**config.mk**
```make
export PLATFORM = sky130hd
export DESIGN_NAME = adc_capture_buffer
export DESIGN_NICKNAME = d
export VERILOG_FILES = /design/src/rtl/adc_capture_buffer.sv
export SDC_FILE = /design/constraint.sdc
export NUM_CORES = 2
export LEC_CHECK = 0
export BUFFER_PORTS_ARGS = -buffer_cell sky130_fd_sc_hd__clkbuf_2
export CAP_MARGIN = 20
export CORE_ASPECT_RATIO = 0.8
export CORE_MARGIN = 1
export CORE_UTILIZATION = 24
export DETAILED_ROUTE_END_ITERATION = 8
export MAX_ROUTING_LAYER = met4
export PLACE_DENSITY_LB_ADDON = 0.3
export SLEW_MARGIN = 15
export SYNTH_ARGS = -nofsm -noshare
export SYNTH_HDL_FRONTEND = slang
export SYNTH_SLANG_ARGS = --single-unit
```
**constraint.sdc**
```tcl
create_clock -name clk -period 4.33 [get_ports clk]
set_input_delay 0.433 -clock clk [delete_from_list [all_inputs] [get_ports clk]]
set_output_delay 0.433 -clock clk [all_outputs]
set_load 0.03 [all_outputs]
```
**src/rtl/adc_capture_buffer.sv**
```systemverilog
// Circular capture buffer for the 12-bit ADC stream.
// Freezes a pre/post window around a rising threshold crossing and streams it out.
module adc_capture_buffer #(
  parameter int DEPTH    = 256,
  parameter int ADDR_W   = 8,
  parameter int PRE_TRIG = 64
) (
  input  logic        clk,
  input  logic        rst,
  input  logic [11:0] sample,
  input  logic        sample_valid,
  input  logic [11:0] threshold,
  input  logic        arm,
  input  logic        abort,
  output logic [11:0] rd_data,
  output logic        rd_valid,
  input  logic        rd_ready,
  output logic        rd_last,
  output logic        busy,
  output logic        triggered,
  output logic        capture_done
);

  typedef enum logic [2:0] {
    IDLE,
    FILL,
    ARMED,
    POST,
    READ
  } state_t;

  localparam logic [ADDR_W-1:0] PRE_L  = ADDR_W'(PRE_TRIG);
  localparam logic [ADDR_W-1:0] POST_L = ADDR_W'(DEPTH - PRE_TRIG);
  localparam logic [ADDR_W:0]   DEP_L  = (ADDR_W + 1)'(DEPTH);

  state_t            state;
  logic [11:0]       mem [DEPTH];
  logic [ADDR_W-1:0] wr_ptr;
  logic [ADDR_W-1:0] rd_ptr;
  logic [ADDR_W-1:0] pre_cnt;
  logic [ADDR_W-1:0] post_cnt;
  logic [ADDR_W-1:0] trig_addr;
  logic [ADDR_W:0]   rd_cnt;
  logic [11:0]       prev;
  logic              prev_valid;
  logic              writing;
  logic              crossing;
  logic              issue;
  logic              xfer;

  assign writing = sample_valid && !abort &&
                   (state == FILL || state == ARMED || state == POST);
  assign crossing = sample_valid && prev_valid &&
                    (prev < threshold) && (sample >= threshold);
  assign xfer  = rd_valid && rd_ready;
  assign issue = (state == READ) && !abort && (rd_cnt != DEP_L) &&
                 (!rd_valid || rd_ready);

  assign busy         = (state != IDLE);
  assign capture_done = (state == READ);

  always_ff @(posedge clk) begin
    if (writing) begin
      mem[wr_ptr] <= sample;
    end
  end

  always_ff @(posedge clk or posedge rst) begin
    if (rst) begin
      state      <= IDLE;
      wr_ptr     <= '0;
      rd_ptr     <= '0;
      pre_cnt    <= '0;
      post_cnt   <= '0;
      trig_addr  <= '0;
      rd_cnt     <= '0;
      prev       <= '0;
      prev_valid <= 1'b0;
      rd_data    <= '0;
      rd_valid   <= 1'b0;
      rd_last    <= 1'b0;
      triggered  <= 1'b0;
    end else begin
      triggered <= 1'b0;
      if (writing) begin
        wr_ptr     <= wr_ptr + 1'b1;
        prev       <= sample;
        prev_valid <= 1'b1;
      end
      if (abort) begin
        state    <= IDLE;
        rd_valid <= 1'b0;
        rd_last  <= 1'b0;
      end else begin
        unique case (state)
          IDLE: begin
            if (arm) begin
              state      <= FILL;
              wr_ptr     <= '0;
              pre_cnt    <= '0;
              prev_valid <= 1'b0;
            end
          end
          FILL: begin
            if (sample_valid) begin
              pre_cnt <= pre_cnt + 1'b1;
              if (pre_cnt + 1'b1 == PRE_L) begin
                state <= ARMED;
              end
            end
          end
          ARMED: begin
            if (crossing) begin
              trig_addr <= wr_ptr;
              post_cnt  <= ADDR_W'(1);
              triggered <= 1'b1;
              // A one-sample post window completes on the trigger itself
              if (POST_L == ADDR_W'(1)) begin
                state  <= READ;
                rd_ptr <= wr_ptr - PRE_L;
                rd_cnt <= '0;
              end else begin
                state <= POST;
              end
            end
          end
          POST: begin
            if (sample_valid) begin
              post_cnt <= post_cnt + 1'b1;
              if (post_cnt + 1'b1 == POST_L) begin
                state  <= READ;
                rd_ptr <= trig_addr - PRE_L;
                rd_cnt <= '0;
              end
            end
          end
          READ: begin
            if (issue) begin
              rd_data  <= mem[rd_ptr];
              rd_valid <= 1'b1;
              rd_ptr   <= rd_ptr + 1'b1;
              rd_cnt   <= rd_cnt + 1'b1;
              rd_last  <= (rd_cnt == DEP_L - 1'b1);
            end else if (xfer) begin
              rd_valid <= 1'b0;
            end
            if (xfer && rd_last) begin
              state    <= IDLE;
              rd_valid <= 1'b0;
              rd_last  <= 1'b0;
            end
          end
          default: state <= IDLE;
        endcase
      end
    end
  end

endmodule
```
==> impl_metrics.ini <==
[run_status]
status = finished, violations left
violations = antenna rules

[setup_path]
crit_required_ns = 5.09
cp-end-kind = flip-flop
cp_num_buf_inv = 4
cpLargestDelayFamily = buffers and inverters
r2r_slack_ns = 0.23
r2r-end = rd_data[5]$_DFFE_PP0P_
path_class = reg -> reg
slowest_delay_ns = 0.57
cp_common_cell = buf_12
critPathArrivalTime_ns = 4.86
reg2reg_depth = 11
r2r_start = rd_ptr[0]$_DFFE_PP0P_
start_kind = flip-flop
slowest_stage = a2111oi_1
crit_path_max_fanout = 21
path_cells = buf_12 -> buf_12 -> buf_12 -> mux4_2 -> mux2i_1 -> nor2_1 -> a2111oi_1 -> buf_4 -> o211ai_1 -> nand4_1 -> nand3_1

[synthesis]
synth_compound_area_frac = 0.02923
synth.cell_area_um2 = 122500
synth.most_common_cell = edfxtp_1
seq_area_frac_synth = 0.7692
synth_xor_area_frac = 0.001072
yosys-top-cells-count = 3072 x edfxtp_1, 782 x mux4_2, 341 x nor2_1
synth_area_leader_cell = edfxtp_1
syn_avg_cell_area_um2 = 21.37
synthTopCellsByArea = edfxtp_1 75%, mux4_2 14%, dfrtp_1 1.6%, mux2i_1 1.2%, nor2_1 1.0%
synth.distinct_cells = 72
synth_top_area_share = 0.7528
synthAdderAreaFrac = 0.003370
synth-simple-area-share = 0.02614
synth_top_family_by_area = multiplexers
synthFlopType = edfxtp_1
ys_seq_elements = 3152
synthCells = 5733
synth_edf_count = 3072
syn-num-nets = 5796
yosysWarnings = 0
synth.area.mux_share = 0.1568
ys_async_sr_fraction = 0.02538

[grt]
grt_pass1_vias = 63047
antenna_found_initial = 44
grt_pass1_wl_um = 532300
grt_max_degree = 148
grt_usage = 0.1508
grt-ovfl-total = 0

[route]
firstDrtPassIters = 6
drc = 0
via_count = 63712
routedWlPerCell_um = 29.00
ant_nets = 1
drt_wl_total_um = 387300
drt-initial-drc-count = 8554
vias_per_cell = 4.770

[power]
clock_power_share = 0.393
switching_share = 0.2462
p_comb_frac = 0.109
power_switching_uw = 16660
p_int_uw = 51010
ir_drop_mv = 0.3098
p_total_uw = 67670
power.density_nw_per_um2 = 466.8
seq_power_share = 0.498
power_leakage_uw = 0.04451

[sta]
final.setup.worst_slack_ns = 0.2341
slew_viol_final = 0
fin_crit_ns = 4.096
period_share = 0.9459
rsz0062_at_grt = false
worst_pin_slew_ns = 1.139
setup_viol = 0
fmax_mhz = 244.1
fin_skew_ns = 0.09320
max_slew_margin = 0.2392
tns_ns = 0
hold_violations = 0

[floorplan]
num_io_pins = 47
rows = 234
die_y_um = 641.1
core_area_um2 = 508000
dieArea_um2 = 513400
start_util = 0.2412
die_w_um = 800.9

[final_layout]
design_area_um2 = 145000
area_delta_synth_final_pct = 18.30
register_area_um2 = 94270
final_nets = 6445
multiInputGateArea_um2 = 26640
utilization = 0.2854
drive_gt1_frac = 0.2913
fillers = 49603

[placed_design]
hpwl_um = 254000
port_buffers = 46
globalplace.congestion = 0.8441
placed_area_um2 = 135100
place_ws_ns = -0.2624

[hold_path]
hp-class = in -> reg
hold_end = prev[0]$_DFFE_PP0P_
min_from = sample[0]
holdPathStages = 3

[clock_tree]
root_buffer = clkbuf_16
cts_tree = yes
clock_sinks = 3152
clk_transition_reported_paths_ns = 0.07
cts_max_level = 5
cts_made_buffers = 306
clockBufferDepth = 4
clock_latency_ns = 0.94

[job]
drv_cap = 0
-- how the worst max path moves through the flow --
stage	slack, ns	cells after the start	end	from
floorplan	1.39	8	mem[104][0]$_DFFE_PP_	abort
global placement	-0.27	11	rd_data[5]$_DFFE_PP0P_	rd_ptr[0]$_DFFE_PP0P_
detailed placement	-0.26	11	rd_data[5]$_DFFE_PP0P_	rd_ptr[0]$_DFFE_PP0P_
CTS	0.19	11	rd_data[5]$_DFFE_PP0P_	rd_ptr[0]$_DFFE_PP0P_
global route	0.09	9	rd_data[6]$_DFFE_PP0P_	rd_ptr[0]$_DFFE_PP0P_
finish	0.23	11	rd_data[5]$_DFFE_PP0P_	rd_ptr[0]$_DFFE_PP0P_
-- sequential cells by signal, indices dropped and copies added (netlist names), 8 cells and up --
register	cells
wr_ptr	8
mem	3072
post_cnt	8
rd_ptr	8
pre_cnt	8
rd_cnt	9
rd_data	12
prev	12
trig_addr	8
-- layer usage --
layer  vias to the layer above  wire length [um]  part of all wire  track usage
met4                         0              9605             0.025      0.03497
met3                       484             32810             0.085      0.02834
li1                      25378                 -                 -            -
met2                      2793            169800              0.44       0.2190
met5                         -                 0                 0            -
met1                     35057            175100              0.45       0.2186
-- placed cells by master (no fill, tap or decap), types with 60 or more instances in the layout --
cell / n
clkbuf_16: 311
edfxtp_1: 3072
a21oi_1: 79
mux2i_1: 146
nand2_1: 127
o21ai_0: 60
dfrtp_1: 73
a22oi_1: 134
nor2_1: 340
nand3_1: 72
buf_4: 565
mux4_2: 782
clkbuf_1: 63
-- area by class of cell --
type | count | area share
sequential | 3152 | 0.6503
multi-input combinational | 2213 | 0.1838
tap | 6726 | 0.05805
clock buffer | 377 | 0.05560
timing repair buffer | 680 | 0.04031
clock inverter | 161 | 0.01084
inverter | 29 | 0.0007682
antenna | 19 | 0.0003280
-- cells by family (layout without fill, tap and decap cells) --
kind of cell,count (synthesis),after routing
flip-flops,3152,3152
buffers and inverters,368,1247
XOR/XNOR,15,15
AO/OA/AOI/OAI,512,512
AND/OR/NAND/NOR,712,712
adder cells (fa/ha/maj),33,33
multiplexers,941,941
other,0,19
-- tightest hold or removal path, stage by stage --
cell     delay (ns)
buf_8          0.14
inv_1          0.16
o21ai_0        0.09
-- timing repair --
item | in CTS | in global routing
resized for setup | 1 | 0
hold buffers | 13 | 0
setup buffers | 6 | 0
endpoints found under the hold margin | 178 | 0
setup endpoints to repair | 1 | 0
-- power groups by stage --
stage / sequential (uW) / combinational (uW) / clock (uW)
after floorplan: 34300 / 3780 / 0
after global placement: 34400 / 7330 / 0
after detailed placement: 34400 / 7380 / 0
after CTS: 33700 / 7460 / 27100
after global routing: 33700 / 7710 / 28200
final: 33700 / 7390 / 26600
-- metrics by stage --
stage               instances  hold WS, ns
floorplan                5733       0.4413
global placement        12780       0.4591
detailed placement      12781       0.4754
CTS                     13338      0.01388
global route            13347      0.04628
finish                  13357      0.08271
(Power assumes the default switching activity.)
